<file path="config.mk">
export PLATFORM = sky130hd
export DESIGN_NAME = mmd_divider_flat
export DESIGN_NICKNAME = d
export VERILOG_FILES = /design/src/rtl/mmd_pkg.sv /design/src/rtl/mmd_divider_if.sv /design/src/rtl/mmd_divider_clamp.sv /design/src/rtl/mmd_divider.sv /design/src/flat_wrapper.sv
export SDC_FILE = /design/constraint.sdc
export NUM_CORES = 1
export LEC_CHECK = 0
export ABC_AREA = 1
export CORE_MARGIN = 4
export CORE_UTILIZATION = 45
export CTS_BUF_LIST = sky130_fd_sc_hd__clkbuf_16
export DETAILED_ROUTE_END_ITERATION = 16
export PLACE_DENSITY = 0.71
export SETUP_SLACK_MARGIN = 0.2
export SLEW_MARGIN = 20
export SYNTH_ARGS = -nofsm -noshare
export SYNTH_HDL_FRONTEND = slang
export SYNTH_HIERARCHICAL = 1
export SYNTH_SLANG_ARGS = --single-unit
</file>
<file path="constraint.sdc">
create_clock -name clk -period 1.7 [get_ports clk]
set_clock_uncertainty 0.15 [all_clocks]
set_input_delay 0.34 -clock clk [delete_from_list [all_inputs] [get_ports clk]]
set_output_delay 0.34 -clock clk [all_outputs]
set_load 0.05 [all_outputs]
</file>
<file path="src/rtl/mmd_pkg.sv">
// mmd_pkg: shared states, default ratio bounds and the clamp rule for the MMD divider
package mmd_pkg;
  typedef enum logic {IDLE, RUN} state_t;
  localparam int DIV_W_D = 4;
  localparam int MIN_DIV_D = 3;
  localparam int MAX_DIV_D = 11;
  localparam int PCNT_W_D = 16;
  function automatic int clamp_ratio(int v, int lo, int hi);
    return v < lo ? lo : (v > hi ? hi : v);
  endfunction
endpackage

</file>
<file path="src/rtl/mmd_divider_if.sv">
// mmd_divider_if: modulator-side handshake and divider outputs
interface mmd_divider_if import mmd_pkg::*; #(
  parameter int DIV_W = DIV_W_D,
  parameter int PCNT_W = PCNT_W_D
);
  logic en;
  logic [DIV_W-1:0] div_in;
  logic div_req;
  logic div_pulse;
  logic div_clk;
  logic [DIV_W-1:0] n_cur;
  logic [PCNT_W-1:0] pcnt;
  logic div_err;
  modport master(output en, div_in, input div_req, div_pulse, div_clk, n_cur, pcnt, div_err);
  modport slave(input en, div_in, output div_req, div_pulse, div_clk, n_cur, pcnt, div_err);
endinterface

</file>
<file path="src/rtl/mmd_divider_clamp.sv">
// div_ratio_clamp: limits a requested ratio to [MIN_DIV, MAX_DIV] and flags out-of-range values
module div_ratio_clamp import mmd_pkg::*; #(
  parameter int DIV_W = DIV_W_D,
  parameter int MIN_DIV = MIN_DIV_D,
  parameter int MAX_DIV = MAX_DIV_D
) (
  input  logic [DIV_W-1:0] div_in,
  output logic [DIV_W-1:0] nc,
  output logic             oor
);
  int lim;
  assign lim = clamp_ratio(int'(div_in), MIN_DIV, MAX_DIV);
  assign nc = DIV_W'(lim);
  assign oor = lim != int'(div_in);
endmodule

</file>
<file path="src/rtl/mmd_divider.sv">
// mmd_divider: multi-modulus divider after the MASH modulator; MMD_DUTY50_EN adds a ~50% duty div_clk
module mmd_divider import mmd_pkg::*; #(
  parameter int DIV_W = DIV_W_D,
  parameter int MIN_DIV = MIN_DIV_D,
  parameter int MAX_DIV = MAX_DIV_D,
  parameter int PCNT_W = PCNT_W_D
) (
  input logic clk,
  input logic rst,
  mmd_divider_if.slave bus
);
  state_t state, state_n;
  logic [DIV_W-1:0] cnt, cnt_n, n_cur, n_cur_n, nc;
  logic [PCNT_W-1:0] pcnt, pcnt_n;
  logic oor, sample, req, err, err_n;
  div_ratio_clamp #(.DIV_W(DIV_W), .MIN_DIV(MIN_DIV), .MAX_DIV(MAX_DIV)) u_clamp (
    .div_in(bus.div_in),
    .nc(nc),
    .oor(oor)
  );
  always_comb begin
    sample = bus.en && (state == IDLE || cnt == '0);
    state_n = bus.en ? RUN : state;
    cnt_n = !bus.en ? cnt : sample ? nc - DIV_W'(1) : cnt - DIV_W'(1);
    n_cur_n = sample ? nc : n_cur;
    pcnt_n = (sample && state == RUN) ? pcnt + PCNT_W'(1) : pcnt;
    err_n = err || (sample && oor);
  end
  always_ff @(posedge clk) begin
    if (rst) begin
      state <= IDLE;
      cnt <= '0;
      n_cur <= DIV_W'(MIN_DIV);
      pcnt <= '0;
      req <= 1'b0;
      err <= 1'b0;
    end else begin
      state <= state_n;
      cnt <= cnt_n;
      n_cur <= n_cur_n;
      pcnt <= pcnt_n;
      req <= sample;
      err <= err_n;
    end
  end
`ifdef MMD_DUTY50_EN
  logic dclk;
  // high while the countdown is in the upper half, giving ceil(N/2) high cycles
  always_ff @(posedge clk) dclk <= rst ? 1'b0 : bus.en ? (cnt_n >= (n_cur_n >> 1)) : dclk;
  assign bus.div_clk = dclk;
`else
  assign bus.div_clk = req;
`endif
  assign bus.div_req = req;
  assign bus.div_pulse = req;
  assign bus.n_cur = n_cur;
  assign bus.pcnt = pcnt;
  assign bus.div_err = err;
endmodule

</file>
<file path="src/flat_wrapper.sv">
// flat-port wrapper written by rule: the top's interface ports become plain ports
module mmd_divider_flat import mmd_pkg::*;
#(
  parameter int DIV_W = DIV_W_D,
  parameter int MIN_DIV = MIN_DIV_D,
  parameter int MAX_DIV = MAX_DIV_D,
  parameter int PCNT_W = PCNT_W_D
)
  (clk, rst, bus_en, bus_div_in, bus_div_req, bus_div_pulse, bus_div_clk, bus_n_cur, bus_pcnt, bus_div_err);
  mmd_divider_if #(.DIV_W(DIV_W), .PCNT_W(PCNT_W)) bus_i ();
  input logic clk;
  input logic rst;
  input wire logic [$bits(bus_i.en)-1:0] bus_en;
  input wire logic [$bits(bus_i.div_in)-1:0] bus_div_in;
  output wire logic [$bits(bus_i.div_req)-1:0] bus_div_req;
  output wire logic [$bits(bus_i.div_pulse)-1:0] bus_div_pulse;
  output wire logic [$bits(bus_i.div_clk)-1:0] bus_div_clk;
  output wire logic [$bits(bus_i.n_cur)-1:0] bus_n_cur;
  output wire logic [$bits(bus_i.pcnt)-1:0] bus_pcnt;
  output wire logic [$bits(bus_i.div_err)-1:0] bus_div_err;
  assign bus_i.en = bus_en;
  assign bus_i.div_in = bus_div_in;
  assign bus_div_req = bus_i.div_req;
  assign bus_div_pulse = bus_i.div_pulse;
  assign bus_div_clk = bus_i.div_clk;
  assign bus_n_cur = bus_i.n_cur;
  assign bus_pcnt = bus_i.pcnt;
  assign bus_div_err = bus_i.div_err;
  mmd_divider #(.DIV_W(DIV_W), .MIN_DIV(MIN_DIV), .MAX_DIV(MAX_DIV), .PCNT_W(PCNT_W)) u_core (.clk(clk), .rst(rst), .bus(bus_i));
endmodule
</file>
# [Word-level counts from Yosys, hierarchy flattened]
# Index checks and enable logic that the tools add are counted.
[totals] ff_bits=27 in_bits=7 out_inout_bits=24 word_cells=22
[classes] addsub=3 order_cmp=2 n_eq_ne=1 muxes=3 bitwise=1 reduce_logical=6
[op_table] op="$add A16 B1 Y16 const B" n=1
[op_table] op="$mux W4" n=3
[op_table] op="$sub A4 B1 Y4 const B" n=2
[op_table] op="$gt A4 B4 Y1 const B" n=1
[op_table] op="$logic_not A4 Y1" n=1
[op_table] op="$lt A4 B2 Y1 const B" n=1
[op_table] op="$ne A4 B4 Y1" n=1
[op_table] op="$logic_and A1 B1 Y1" n=3
[op_table] op="$logic_or A1 B1 Y1" n=2
[op_table] op="$not A1 Y1" n=1

# [Depth between registers and ports, before layout]
# Gate-level depths: netlist of the first run.
[depth] word_depth=6 mapped_depth=11

# [By module]
# Netlist of the first run, hierarchy kept.
[by_module_without_submodules] mod="mmd_divider" instances=1 cells_each=200 area_per_inst_um2=1406.3 seq_area_each_um2=540.5
[by_module_without_submodules] mod="div_ratio_clamp" instances=1 cells_each=14 area_per_inst_um2=55.1 seq_area_each_um2=0.0

# [Worst setup path after synthesis of the first run]
# No wires, ideal clock.
[synth_timing] path_kind="register -> register" from="register u_core.pcnt[0] (netlist: u_core/bus.pcnt[0])" to="register u_core.pcnt[14] (netlist: u_core/bus.pcnt[14])" arrival_time_ps=1715 t_required_ps=1480 setup_slack_ps=-235 stages_incl_launch_ff=9 path_buffers=0 period_less_slack_ps=1935 cell_sequence="dfxtp_1 -> ha_1 -> inv_1 -> nor3_1 -> nand2_1 -> nor2_1 -> xor2_1 -> nand2_1 -> a21oi_1"
[synth_between] elab_chain_len=1
[synth_rtl] item="start, declared" line_no="mmd_divider.sv:14" source="logic [PCNT_W-1:0] pcnt, pcnt_n;"
[synth_rtl] item="start signal, assigned" line_no="mmd_divider.sv:41" source="pcnt <= pcnt_n;"
[synth_rtl] item="$add A16 B1 Y16" line_no="mmd_divider.sv:26" source="pcnt_n = (sample && state == RUN) ? pcnt + PCNT_W'(1) : pcnt;"
# Every way passes these cells.
# A chain may end at the register's enable or synchronous reset.

# [Final worst setup path of the first run]
[layout_timing] from="register u_core.cnt[1]" to="register u_core.cnt[2]"
[layout_between] elab_chain_len=4
[layout_rtl] item="start, declared" line_no="mmd_divider.sv:13" source="logic [DIV_W-1:0] cnt, cnt_n, n_cur, n_cur_n, nc;"
[layout_rtl] item="start signal, assigned" line_no="mmd_divider.sv:39" source="cnt <= cnt_n;"
[layout_rtl] item="branches (longest 3 deep; another with $sub A4 B1 Y4)"
[layout_rtl] item="$mux W4 *" line_no="mmd_divider.sv:24" source="cnt_n = !bus.en ? cnt : sample ? nc - DIV_W'(1) : cnt - DIV_W'(1);"
# Mark *: on every way between the ends.

==> results of run 1 <==
## layout make-up
type	count	area share [%]
inverters	28	4.579
clock buffers	3	2.923
well taps	44	2.143
flip-flops and latches	27	22.50
multi-input cells	151	36.58
repair buffers	62	30.98
clock inverters	1	0.2923
## kinds of logic after synthesis
family / after synthesis / share of synthesized area (%)
simple gates: 115 / 35.79
flops: 27 / 36.99
compound gates: 25 / 9.333
xor+xnor: 9 / 5.393
fa+ha+maj: 2 / 1.712
buf+inv: 36 / 10.79
## worst min-delay path by stage
| stage | depth (start not counted) | to |
|---|---|---|
| 6_report | 2 | u_core/bus.n_cur[3] |
| 5_1_grt | 2 | u_core/bus.n_cur[3] |
| 4_1_cts | 2 | u_core/bus.n_cur[3] |
| 3_5_place_dp | 2 | u_core/bus.n_cur[3] |
| 3_3_place_gp | 2 | u_core/bus.pcnt[11] |
| 2_1_floorplan | 1 | u_core/bus.div_clk |
## state kept, by name, summed over array words and instances (netlist names)
register	flops
u_core/bus.n_cur	4
u_core/bus.pcnt	16
u_core/bus.div_clk	1
u_core/cnt	4
u_core/bus.div_err	1
u_core/state	1
## power by group through the flow
stage          logic, W  registers [W]  clock network, W
2_1_floorplan  0.000144       0.000738                 0
3_3_place_gp   0.000336       0.000701                 0
3_5_place_dp   0.000341       0.000701                 0
4_1_cts        0.000390       0.000684          0.000551
5_1_grt        0.000481       0.000685          0.000586
6_report       0.000451       0.000681          0.000543
## synth_stat cells (4+ instances only)
cell                       n
sky130_fd_sc_hd__nand3_1  17
sky130_fd_sc_hd__nor3_1   13
sky130_fd_sc_hd__o21ai_0   6
sky130_fd_sc_hd__nor2_1   22
sky130_fd_sc_hd__nand2_1  51
sky130_fd_sc_hd__inv_1    26
sky130_fd_sc_hd__a21oi_1  16
sky130_fd_sc_hd__xor2_1    4
sky130_fd_sc_hd__xnor2_1   5
sky130_fd_sc_hd__dfxtp_1  27
## worst register-to-register path, cell delays in order (launching register included)
cell and delay (ns):
sky130_fd_sc_hd__dfxtp_2 0.33, sky130_fd_sc_hd__nor2_2 0.11, sky130_fd_sc_hd__nand2_1 0.09, sky130_fd_sc_hd__nand2_4 0.10, sky130_fd_sc_hd__nand3_2 0.09, sky130_fd_sc_hd__nand2_2 0.10, sky130_fd_sc_hd__inv_2 0.06, sky130_fd_sc_hd__ha_4 0.16
sky130_fd_sc_hd__xnor2_1 0.12, sky130_fd_sc_hd__o21ai_1 0.11, sky130_fd_sc_hd__inv_1 0.05
## metal layers
layer,global-route usage (%),vias to the layer above
li1,-,808
met1,25.50,747
met2,35.25,57
met3,4.159,13
met4,5.541,0
met5,0,-
## through the flow
step	instance area, um^2	hold slack (ns)
final	2569	0.3469
after global routing	2569	0.3673
after CTS	2407	0.3486
after detailed placement	2182	0.3404
after global placement	2182	0.3370
after floorplan	1504	0.2741
## timing repair
action,4_1_cts,5_1_grt
pin swaps,18,10
resized for setup,28,37
endpoints found under the hold margin,0,0
buffers inserted,9,7
endpoints found under the setup margin,18,18
==> flow_summary.json, run 1 <==
{
  "top_signal_layer_used": "met4",
  "cts_made_buffers": 3,
  "residual_antenna_violating_net_count_after_detailed_routing": 0,
  "rr_endpoint": "u_core/cnt[2]",
  "rr_worst_depth": 10,
  "peakVddDrop_mv": 0.5588,
  "critical_path.startpoint": "u_core/cnt[1]",
  "minimum_setup_slack_after_placement_ns": -0.3318,
  "timing.critical_path.to": "u_core/cnt[2]",
  "timing.critical_path.cells": "nor2_2, nand2_1, nand2_4, nand3_2, nand2_2, inv_2, ha_4, xnor2_1, o21ai_1, inv_1",
  "status": "finished, final reports clean",
  "pwr-share-clk_pct": 32.4,
  "synth_largest_type_area_fraction_pct": 36.99,
  "tritoncts_clock_tree": "yes",
  "finalWorstSetupSlack_ns": 0.1321,
  "maxClockFrequency_ghz": 0.6378,
  "hold_buffers": 0,
  "critPathMaxFanout": 5,
  "combined_global_route_utilization_of_all_metal_layers_pct": 20.39,
  "numPlacedInstances": 296,
  "yosys.cell_types.count": 26,
  "detail_route.wirelength_mm": 4.531,
  "timing.critical_path.arrival_ns": 1.58,
  "switching_power_w": 0.0004931,
  "grt_first_pass_wirelength_mm": 6.831,
  "wire_length_on_met2_mm": 2.336,
  "seqCellArea_um2": 578.1,
  "finalWorstPathRequiredPeriod_ns": 1.568,
  "die_extent_in_y_um": 64.99,
  "cellPowerDensity_nw_per_um2": 652.2,
  "dp_hpwl_mm": 2.739,
  "cts.reportedPaths.clkPinSlew_ns": 0.07,
  "port_buffers": 30,
  "post-synth-top-area-cell": "sky130_fd_sc_hd__dfxtp_1",
  "synth_fp_nets": 223,
  "total_power_w": 0.001675,
  "maximum_number_of_buffers_from_clock_root_to_sink": 2,
  "critPathSlowestCell": "sky130_fd_sc_hd__dfxtp_2",
  "synth_flop_cell": "sky130_fd_sc_hd__dfxtp_1",
  "pwr-share-seq_pct": 40.7,
  "critical_path.reg2reg.startpoint": "u_core/cnt[1]",
  "cts_htree_levels": 1,
  "clock_root_buffer": "sky130_fd_sc_hd__clkbuf_16",
  "post_synth_instance_area_um2": 1461,
  "yosysWarnings": 6,
  "viasPerCell": 5.142,
  "floorplan.initialDensity_pct": 47.48,
  "synth-seq-area-share_pct": 36.99,
  "finalSetupTns_ns": 0,
  "power.internal_w": 0.001182,
  "worstSkewPairLatency_ns": 0.27,
  "timing.reg2reg.setup_slack_ns": 0.13,
  "filler_cell_count": 164,
  "synth_enable_flop_cells": 0,
  "final.period_utilization_pct": 92.23,
  "area_delta_synth_final_pct": 75.77,
  "first_pass_iters": 5,
  "cp_data_required_time_ns": 1.71,
  "count_of_endpoints_failing_hold_in_the_final_timing_report": 0,
  "final_cell_mix": "sky130_fd_sc_hd__nand2_1, sky130_fd_sc_hd__buf_4, sky130_fd_sc_hd__buf_12",
  "cp.depth": 10,
  "drt-wirelength-per-cell_um": 14.34,
  "dieArea_um2": 4223,
  "slew-limit-headroom_pct": 81.15,
  "worst_pin_slew_ns": 0.2824,
  "report.final.slew_viol_count": 0,
  "startpoint_types": "flip-flop",
  "largest_net_degree_at_the_start_of_global_routing": 17,
  "min_path_type": "flip-flop to flip-flop",
  "finalSetupViolations": 0,
  "cp_top_family": "simple AND/OR/NAND/NOR gates",
  "instances_no_fill": 316,
  "row_count": 20,
  "part_of_the_total_power_dissipated_in_combinational_logic_pct": 26.9,
  "io_pins": 31,
  "p_sw_share_pct": 29.43,
  "cp-end-kind": "flip-flop",
  "first_global_vias": 1485,
  "path_buf_inv": 2,
  "drt-initial-drc-count": 106,
  "detail_route.wirelength.met1_mm": 1.846,
  "vias": 1625,
  "clock_sink_count": 27,
  "die_w_um": 64.99,
  "drc": 0,
  "rsz0062_at_grt": "yes",
  "antenna_found_initial": 0,
  "synth_cells": 214,
  "final_net_count": 282,
  "gp_congestion": 0.8987,
  "fin_util_pct": 83.46,
  "min_from": "u_core/bus.n_cur[3]",
  "most_common_library_cell_in_the_layout_ignoring_fill_and_taps": "sky130_fd_sc_hd__nand2_1",
  "synth_area_per_cell_um2": 6.829,
  "core_area_um2": 3078,
  "crit_path_largest_cell_delay_ns": 0.33,
  "async_reset_ff_share_pct": 0,
  "power_leakage_nw": 1.091,
  "post_synth_main_area_contributors": "sky130_fd_sc_hd__dfxtp_1, sky130_fd_sc_hd__nand2_1, sky130_fd_sc_hd__inv_1, sky130_fd_sc_hd__nand3_1, sky130_fd_sc_hd__nor2_1",
  "critPathKind": "flip-flop to flip-flop",
  "grt_overflow_total": 0,
  "multi_input_area_um2": 939.7,
  "synth_seq_cells": 27,
  "antenna_diode_count": 0,
  "wl_met3_um": 207,
  "max-cap-violations": 0,
  "share_of_post_route_cells_with_drive_strength_above_1_pct": 46.32
}
Power figures use the tool's default switching activity.
==> run 2, diff against run 1 <==
--- a/config.mk
+++ b/config.mk
@@ -7,13 +7,14 @@
 export LEC_CHECK = 0
 export ABC_AREA = 1
 export CORE_MARGIN = 4
-export CORE_UTILIZATION = 45
+export CORE_UTILIZATION = 50
 export CTS_BUF_LIST = sky130_fd_sc_hd__clkbuf_16
 export DETAILED_ROUTE_END_ITERATION = 16
-export PLACE_DENSITY = 0.71
+export PLACE_DENSITY = 0.78
 export SETUP_SLACK_MARGIN = 0.2
 export SLEW_MARGIN = 20
 export SYNTH_ARGS = -nofsm -noshare
 export SYNTH_HDL_FRONTEND = slang
 export SYNTH_HIERARCHICAL = 1
 export SYNTH_SLANG_ARGS = --single-unit
+export TNS_END_PERCENT = 50
==> flow_summary.json, run 2 (synthesized netlist as in run 1, its figures left out) <==
{
  "minimum_setup_slack_after_placement_ns": -0.4076,
  "register_with_the_most_flip_flops": "u_core/bus.pcnt",
  "rr_endpoint": "u_core/bus.pcnt[10]",
  "grtUsageMet2_pct": 43.49,
  "peakVddDrop_mv": 0.9698,
  "min_path_type": "input pin to flip-flop",
  "cellPowerDensity_nw_per_um2": 694.5,
  "rsz0062_at_grt": "yes",
  "cts.reportedPaths.clkPinSlew_ns": 0.07,
  "vias": 1927,
  "biggestRegsByFlops": "u_core/bus.pcnt (16), u_core/bus.n_cur (4), u_core/cnt (4)",
  "cts_made_buffers": 3,
  "status": "finished, violations left",
  "count_of_endpoints_failing_hold_in_the_final_timing_report": 0,
  "hold-path-endpoint": "u_core/bus.div_err",
  "gp_congestion": 0.8980,
  "port_buffers": 30,
  "maxClockFrequency_ghz": 0.5561,
  "clock_root_buffer": "sky130_fd_sc_hd__clkbuf_16",
  "placed_area_um2": 2183,
  "min_from": "bus_div_in[2]",
  "whs_path_depth": 4,
  "largest_net_degree_at_the_start_of_global_routing": 15,
  "die_w_um": 62.06,
  "grt_overflow_total": 0,
  "instances_no_fill": 304,
  "violations_in_the_final_reports": "setup timing",
  "drc": 0,
  "final_cell_mix": "sky130_fd_sc_hd__nand2_1, sky130_fd_sc_hd__buf_4, sky130_fd_sc_hd__inv_1",
  "switching_power_w": 0.0005296,
  "pwr-share-seq_pct": 40.2,
  "critical_path.startpoint": "u_core/bus.pcnt[5]",
  "antenna_found_initial": 0,
  "seqCellArea_um2": 571.8,
  "antenna_diode_count": 0,
  "power_leakage_nw": 1.053,
  "final_net_count": 283,
  "cp_data_required_time_ns": 1.73,
  "io_pins": 31,
  "worstSkewPairLatency_ns": 0.26,
  "max-cap-violations": 0,
  "detail_route.wirelength_mm": 6.111,
  "power.internal_w": 0.001202,
  "die_extent_in_y_um": 62.06,
  "numPlacedInstances": 287,
  "maximum_number_of_buffers_from_clock_root_to_sink": 2,
  "drt-initial-drc-count": 335,
  "grt-busiest-layer": "met2",
  "core_area_um2": 2781,
  "combined_global_route_utilization_of_all_metal_layers_pct": 26.97,
  "finalWorstSetupSlack_ns": -0.09823,
  "first_global_vias": 1694,
  "viasPerCell": 6.339,
  "drt-wirelength-per-cell_um": 20.10,
  "worst_pin_slew_ns": 0.3667,
  "dieArea_um2": 3851,
  "report.final.slew_viol_count": 0,
  "finalWorstPathRequiredPeriod_ns": 1.798,
  "largest_reg_flops": 16,
  "critPathMaxFanout": 6,
  "part_of_the_total_power_dissipated_in_combinational_logic_pct": 29.1,
  "critical_path.reg2reg.startpoint": "u_core/bus.pcnt[5]",
  "rr_worst_depth": 6,
  "tritoncts_clock_tree": "yes",
  "timing.critical_path.arrival_ns": 1.82,
  "final_area_um2": 2494,
  "share_of_post_route_cells_with_drive_strength_above_1_pct": 43.59,
  "cp-end-kind": "flip-flop",
  "gr-usage-met3_pct": 5.579,
  "residual_antenna_violating_net_count_after_detailed_routing": 0,
  "finalSetupViolations": 4,
  "globalRouteMet1Util_pct": 34.18,
  "area_delta_synth_final_pct": 70.63,
  "final.period_utilization_pct": 105.8,
  "fin_util_pct": 89.65,
  "timing.reg2reg.setup_slack_ns": -0.1,
  "row_count": 19,
  "grt_first_pass_wirelength_mm": 7.679,
  "filler_cell_count": 100,
  "finalSetupTns_ns": -0.1812,
  "p_sw_share_pct": 30.58,
  "dp_hpwl_mm": 2.975,
  "critPathKind": "flip-flop to flip-flop",
  "startpoint_types": "flip-flop",
  "multi_input_area_um2": 919.6,
  "pwr-share-clk_pct": 30.7,
  "slew-limit-headroom_pct": 75.33,
  "most_common_library_cell_in_the_layout_ignoring_fill_and_taps": "sky130_fd_sc_hd__nand2_1",
  "floorplan.initialDensity_pct": 52.54,
  "clock_sink_count": 27,
  "cts_htree_levels": 1,
  "first_pass_iters": 6
}
==> run 2: cell types whose count changed in the layout (fill, tap and decap cells not counted), sizes merged <==
cell	previous run	this run
dlymetal6s2s	1	0
clkbuf	4	5
clkdlybuf4s15	1	0
inv	28	29
clkinvlp	1	0
buf	56	58
==> run 2: timing repair <==
action,CTS,global route
pin swaps,8,13
gates resized for setup,23,34
hold buffers,0,0
endpoints found under the hold margin,0,0
setup buffers,8,5
endpoints found under the setup margin,24,21
==> run 2: power groups by stage <==
stage / combinational, W / sequential (W) / clock (W)
final: 0.000503 / 0.000696 / 0.000532
after global routing: 0.000525 / 0.000696 / 0.000557
after CTS: 0.000400 / 0.000689 / 0.000533
after detailed placement: 0.000349 / 0.000702 / 0
after global placement: 0.000338 / 0.000701 / 0
after floorplan: 0.000143 / 0.000738 / 0
==> run 2: layout make-up <==
type | instances | area share, %
inverters | 28 | 4.415
well taps | 31 | 1.555
flip-flops and latches | 27 | 22.93
multi-input cells | 151 | 36.88
repair buffers | 63 | 31.06
clock buffers | 3 | 3.011
clock inverters | 1 | 0.1505
==> run 2: layer usage <==
metal,up-vias,share of wire (%)
met1,856,34
li1,798,-
met3,62,13
met5,-,0
met4,0,7.8
met2,211,44
==> run 2: stage by stage <==
step	power (W)	hold WS (ns)
after floorplan	0.0008814	0.2741
after global placement	0.001039	0.3371
after detailed placement	0.001051	0.3437
after CTS	0.001622	0.3529
after global routing	0.001779	0.3670
final	0.001732	0.3262
==> run 2: worst max path at each step <==
| stage | to |
|---|---|
| after global placement | u_core/cnt[2] |
| after floorplan | u_core/bus.pcnt[15] |
| after detailed placement | u_core/cnt[2] |
| final | u_core/bus.pcnt[10] |
| after global routing | u_core/bus.pcnt[10] |
| after CTS | u_core/bus.pcnt[14] |
==> run 2: worst max-delay path: stages, from the launching register on <==
cell and delay [ns]:
sky130_fd_sc_hd__dfxtp_2 0.41, sky130_fd_sc_hd__inv_1 0.11, sky130_fd_sc_hd__nor3_1 0.30, sky130_fd_sc_hd__nand3_1 0.19, sky130_fd_sc_hd__xnor2_1 0.27, sky130_fd_sc_hd__nand2_1 0.10, sky130_fd_sc_hd__a21oi_1 0.18
==> run 3, diff against run 2 <==
--- a/config.mk
+++ b/config.mk
@@ -11,7 +11,6 @@
 export CTS_BUF_LIST = sky130_fd_sc_hd__clkbuf_16
 export DETAILED_ROUTE_END_ITERATION = 16
 export PLACE_DENSITY = 0.78
-export SETUP_SLACK_MARGIN = 0.2
 export SLEW_MARGIN = 20
 export SYNTH_ARGS = -nofsm -noshare
 export SYNTH_HDL_FRONTEND = slang
==> flow_summary.json, run 3 (synthesized netlist as in run 1, its figures left out) <==
{
  "slew-limit-headroom_pct": 80.02,
  "peakVddDrop_mv": 0.8035,
  "count_of_endpoints_failing_hold_in_the_final_timing_report": 0,
  "register_with_the_most_flip_flops": "u_core/bus.pcnt",
  "finalSetupViolations": 0,
  "antenna_found_initial": 0,
  "min_path_type": "flip-flop to flip-flop",
  "dp_hpwl_mm": 2.759,
  "worstSkewPairLatency_ns": 0.27,
  "port_buffers": 30,
  "gp_congestion": 0.9311,
  "floorplan.initialDensity_pct": 52.54,
  "clock_sink_count": 27,
  "viasPerCell": 5.185,
  "max-cap-violations": 0,
  "critPathKind": "flip-flop to flip-flop",
  "first_pass_iters": 4,
  "cts.reportedPaths.clkPinSlew_ns": 0.07,
  "cellPowerDensity_nw_per_um2": 686.5,
  "first_global_vias": 1426,
  "drt-wirelength-per-cell_um": 13.41,
  "biggestRegsByFlops": "u_core/bus.pcnt (16), u_core/bus.n_cur (4), u_core/cnt (4)",
  "timing.reg2reg.setup_slack_ns": 0.06,
  "io_pins": 31,
  "detail_route.wirelength_mm": 3.997,
  "cts_htree_levels": 1,
  "residual_antenna_violating_net_count_after_detailed_routing": 0,
  "final_net_count": 277,
  "final.period_utilization_pct": 96.24,
  "filler_cell_count": 168,
  "row_count": 19,
  "status": "finished, final reports clean",
  "core_area_um2": 2781,
  "vias": 1545,
  "grt_overflow_total": 0,
  "antenna_diode_count": 0,
  "startpoint_types": "flip-flop",
  "final.hold.worst_slack_ns": 0.3447,
  "drc": 0,
  "share_of_post_route_cells_with_drive_strength_above_1_pct": 26.97,
  "clock_root_buffer": "sky130_fd_sc_hd__clkbuf_16",
  "die_w_um": 62.06,
  "cp_data_required_time_ns": 1.75,
  "cp-end-kind": "flip-flop",
  "critPathMaxFanout": 5,
  "most_common_library_cell_in_the_layout_ignoring_fill_and_taps": "sky130_fd_sc_hd__nand2_1",
  "cts_made_buffers": 3,
  "maxClockFrequency_ghz": 0.6112,
  "finalSetupTns_ns": 0,
  "combined_global_route_utilization_of_all_metal_layers_pct": 22.54,
  "largest_net_degree_at_the_start_of_global_routing": 16,
  "die_extent_in_y_um": 62.06,
  "finalWorstPathRequiredPeriod_ns": 1.636,
  "tritoncts_clock_tree": "yes",
  "area_delta_synth_final_pct": 59.08,
  "drt-initial-drc-count": 56,
  "worst_pin_slew_ns": 0.2988,
  "maximum_number_of_buffers_from_clock_root_to_sink": 2,
  "grt_first_pass_wirelength_mm": 6.472,
  "dieArea_um2": 3851,
  "timing.critical_path.arrival_ns": 1.68,
  "largest_reg_flops": 16,
  "final_cell_mix": "sky130_fd_sc_hd__nand2_1, sky130_fd_sc_hd__buf_4, sky130_fd_sc_hd__inv_1",
  "power_leakage_nw": 1.022,
  "report.final.slew_viol_count": 0
}
## run 3: changes by cell type in the layout (fill, tap and decap cells not counted), moves of 5 or more
cell                      delta
sky130_fd_sc_hd__dfxtp_1    +14
sky130_fd_sc_hd__dfxtp_2    -13
sky130_fd_sc_hd__nor2_1      +7
sky130_fd_sc_hd__buf_4       -6
sky130_fd_sc_hd__nor2_2      -6
sky130_fd_sc_hd__nand2_1     +5
sky130_fd_sc_hd__nand3_1     +5
## run 3: final timing paths
kind | from | end | cells past startpoint
worst min-delay path | u_core/bus.n_cur[3] | u_core/bus.n_cur[3] | 2
worst max-delay path | u_core/bus.pcnt[0] | u_core/bus.pcnt[13] | 7
worst max register to register | u_core/bus.pcnt[0] | u_core/bus.pcnt[13] | 7
worst min register to register | u_core/bus.n_cur[3] | u_core/bus.n_cur[3] | 2
## run 3: area by class of cell
class / count / area (um^2) / share of cell area, %
inverter: 28 / 110.1 / 4.736
clock inverter: 1 / 5.005 / 0.2153
clock buffer: 3 / 75.07 / 3.229
tap: 31 / 38.79 / 1.668
sequential: 27 / 551.8 / 23.74
multi-input combinational: 151 / 787.0 / 33.85
timing repair buffer: 57 / 757.0 / 32.56
## run 3: worst max-delay path: stages, from the launching register on
cell	delay [ns]
sky130_fd_sc_hd__dfxtp_4	0.35
sky130_fd_sc_hd__buf_4	0.14
sky130_fd_sc_hd__nand3_1	0.23
sky130_fd_sc_hd__nor2_1	0.19
sky130_fd_sc_hd__nand4_1	0.15
sky130_fd_sc_hd__xnor2_1	0.17
sky130_fd_sc_hd__nand2_1	0.07
sky130_fd_sc_hd__a21oi_1	0.11
## run 3: layer usage
metal / vias up / GRT usage (%) / part of all wire [%]
li1: 791 / - / -
met1: 691 / 30.09 / 45
met2: 55 / 36.09 / 48
met3: 8 / 4.752 / 5.4
met4: 0 / 7.576 / 1.2
met5: - / 0 / 0
## run 3: power breakdown
group | internal, W | total [W] | switching [W]
combinational | 0.000173 | 0.000371 | 0.000198
sequential | 0.000658 | 0.000683 | 0.0000251
clock | 0.000318 | 0.000542 | 0.000225
## run 3: per-stage QoR
stage	worst slack [ns]	area (um^2)	power [W]	utilization [%]	instances
2_1_floorplan	0.01942	1473	0.0008808	-	214
3_3_place_gp	-0.3216	2202	0.001040	79.17	292
3_5_place_dp	-0.3850	2202	0.001044	79.17	292
4_1_cts	0.05648	2288	0.001583	82.28	297
5_1_grt	-0.06598	2325	0.001659	83.58	298
6_report	0.06386	2325	0.001596	83.58	298
## run 3: timing repair
| item | CTS | global route |
|---|---|---|
| pin swaps | 1 | 2 |
| endpoints found under the setup margin | 3 | 8 |
| resized for setup | 5 | 7 |
| setup buffers | 1 | 1 |
| hold buffers | 0 | 0 |
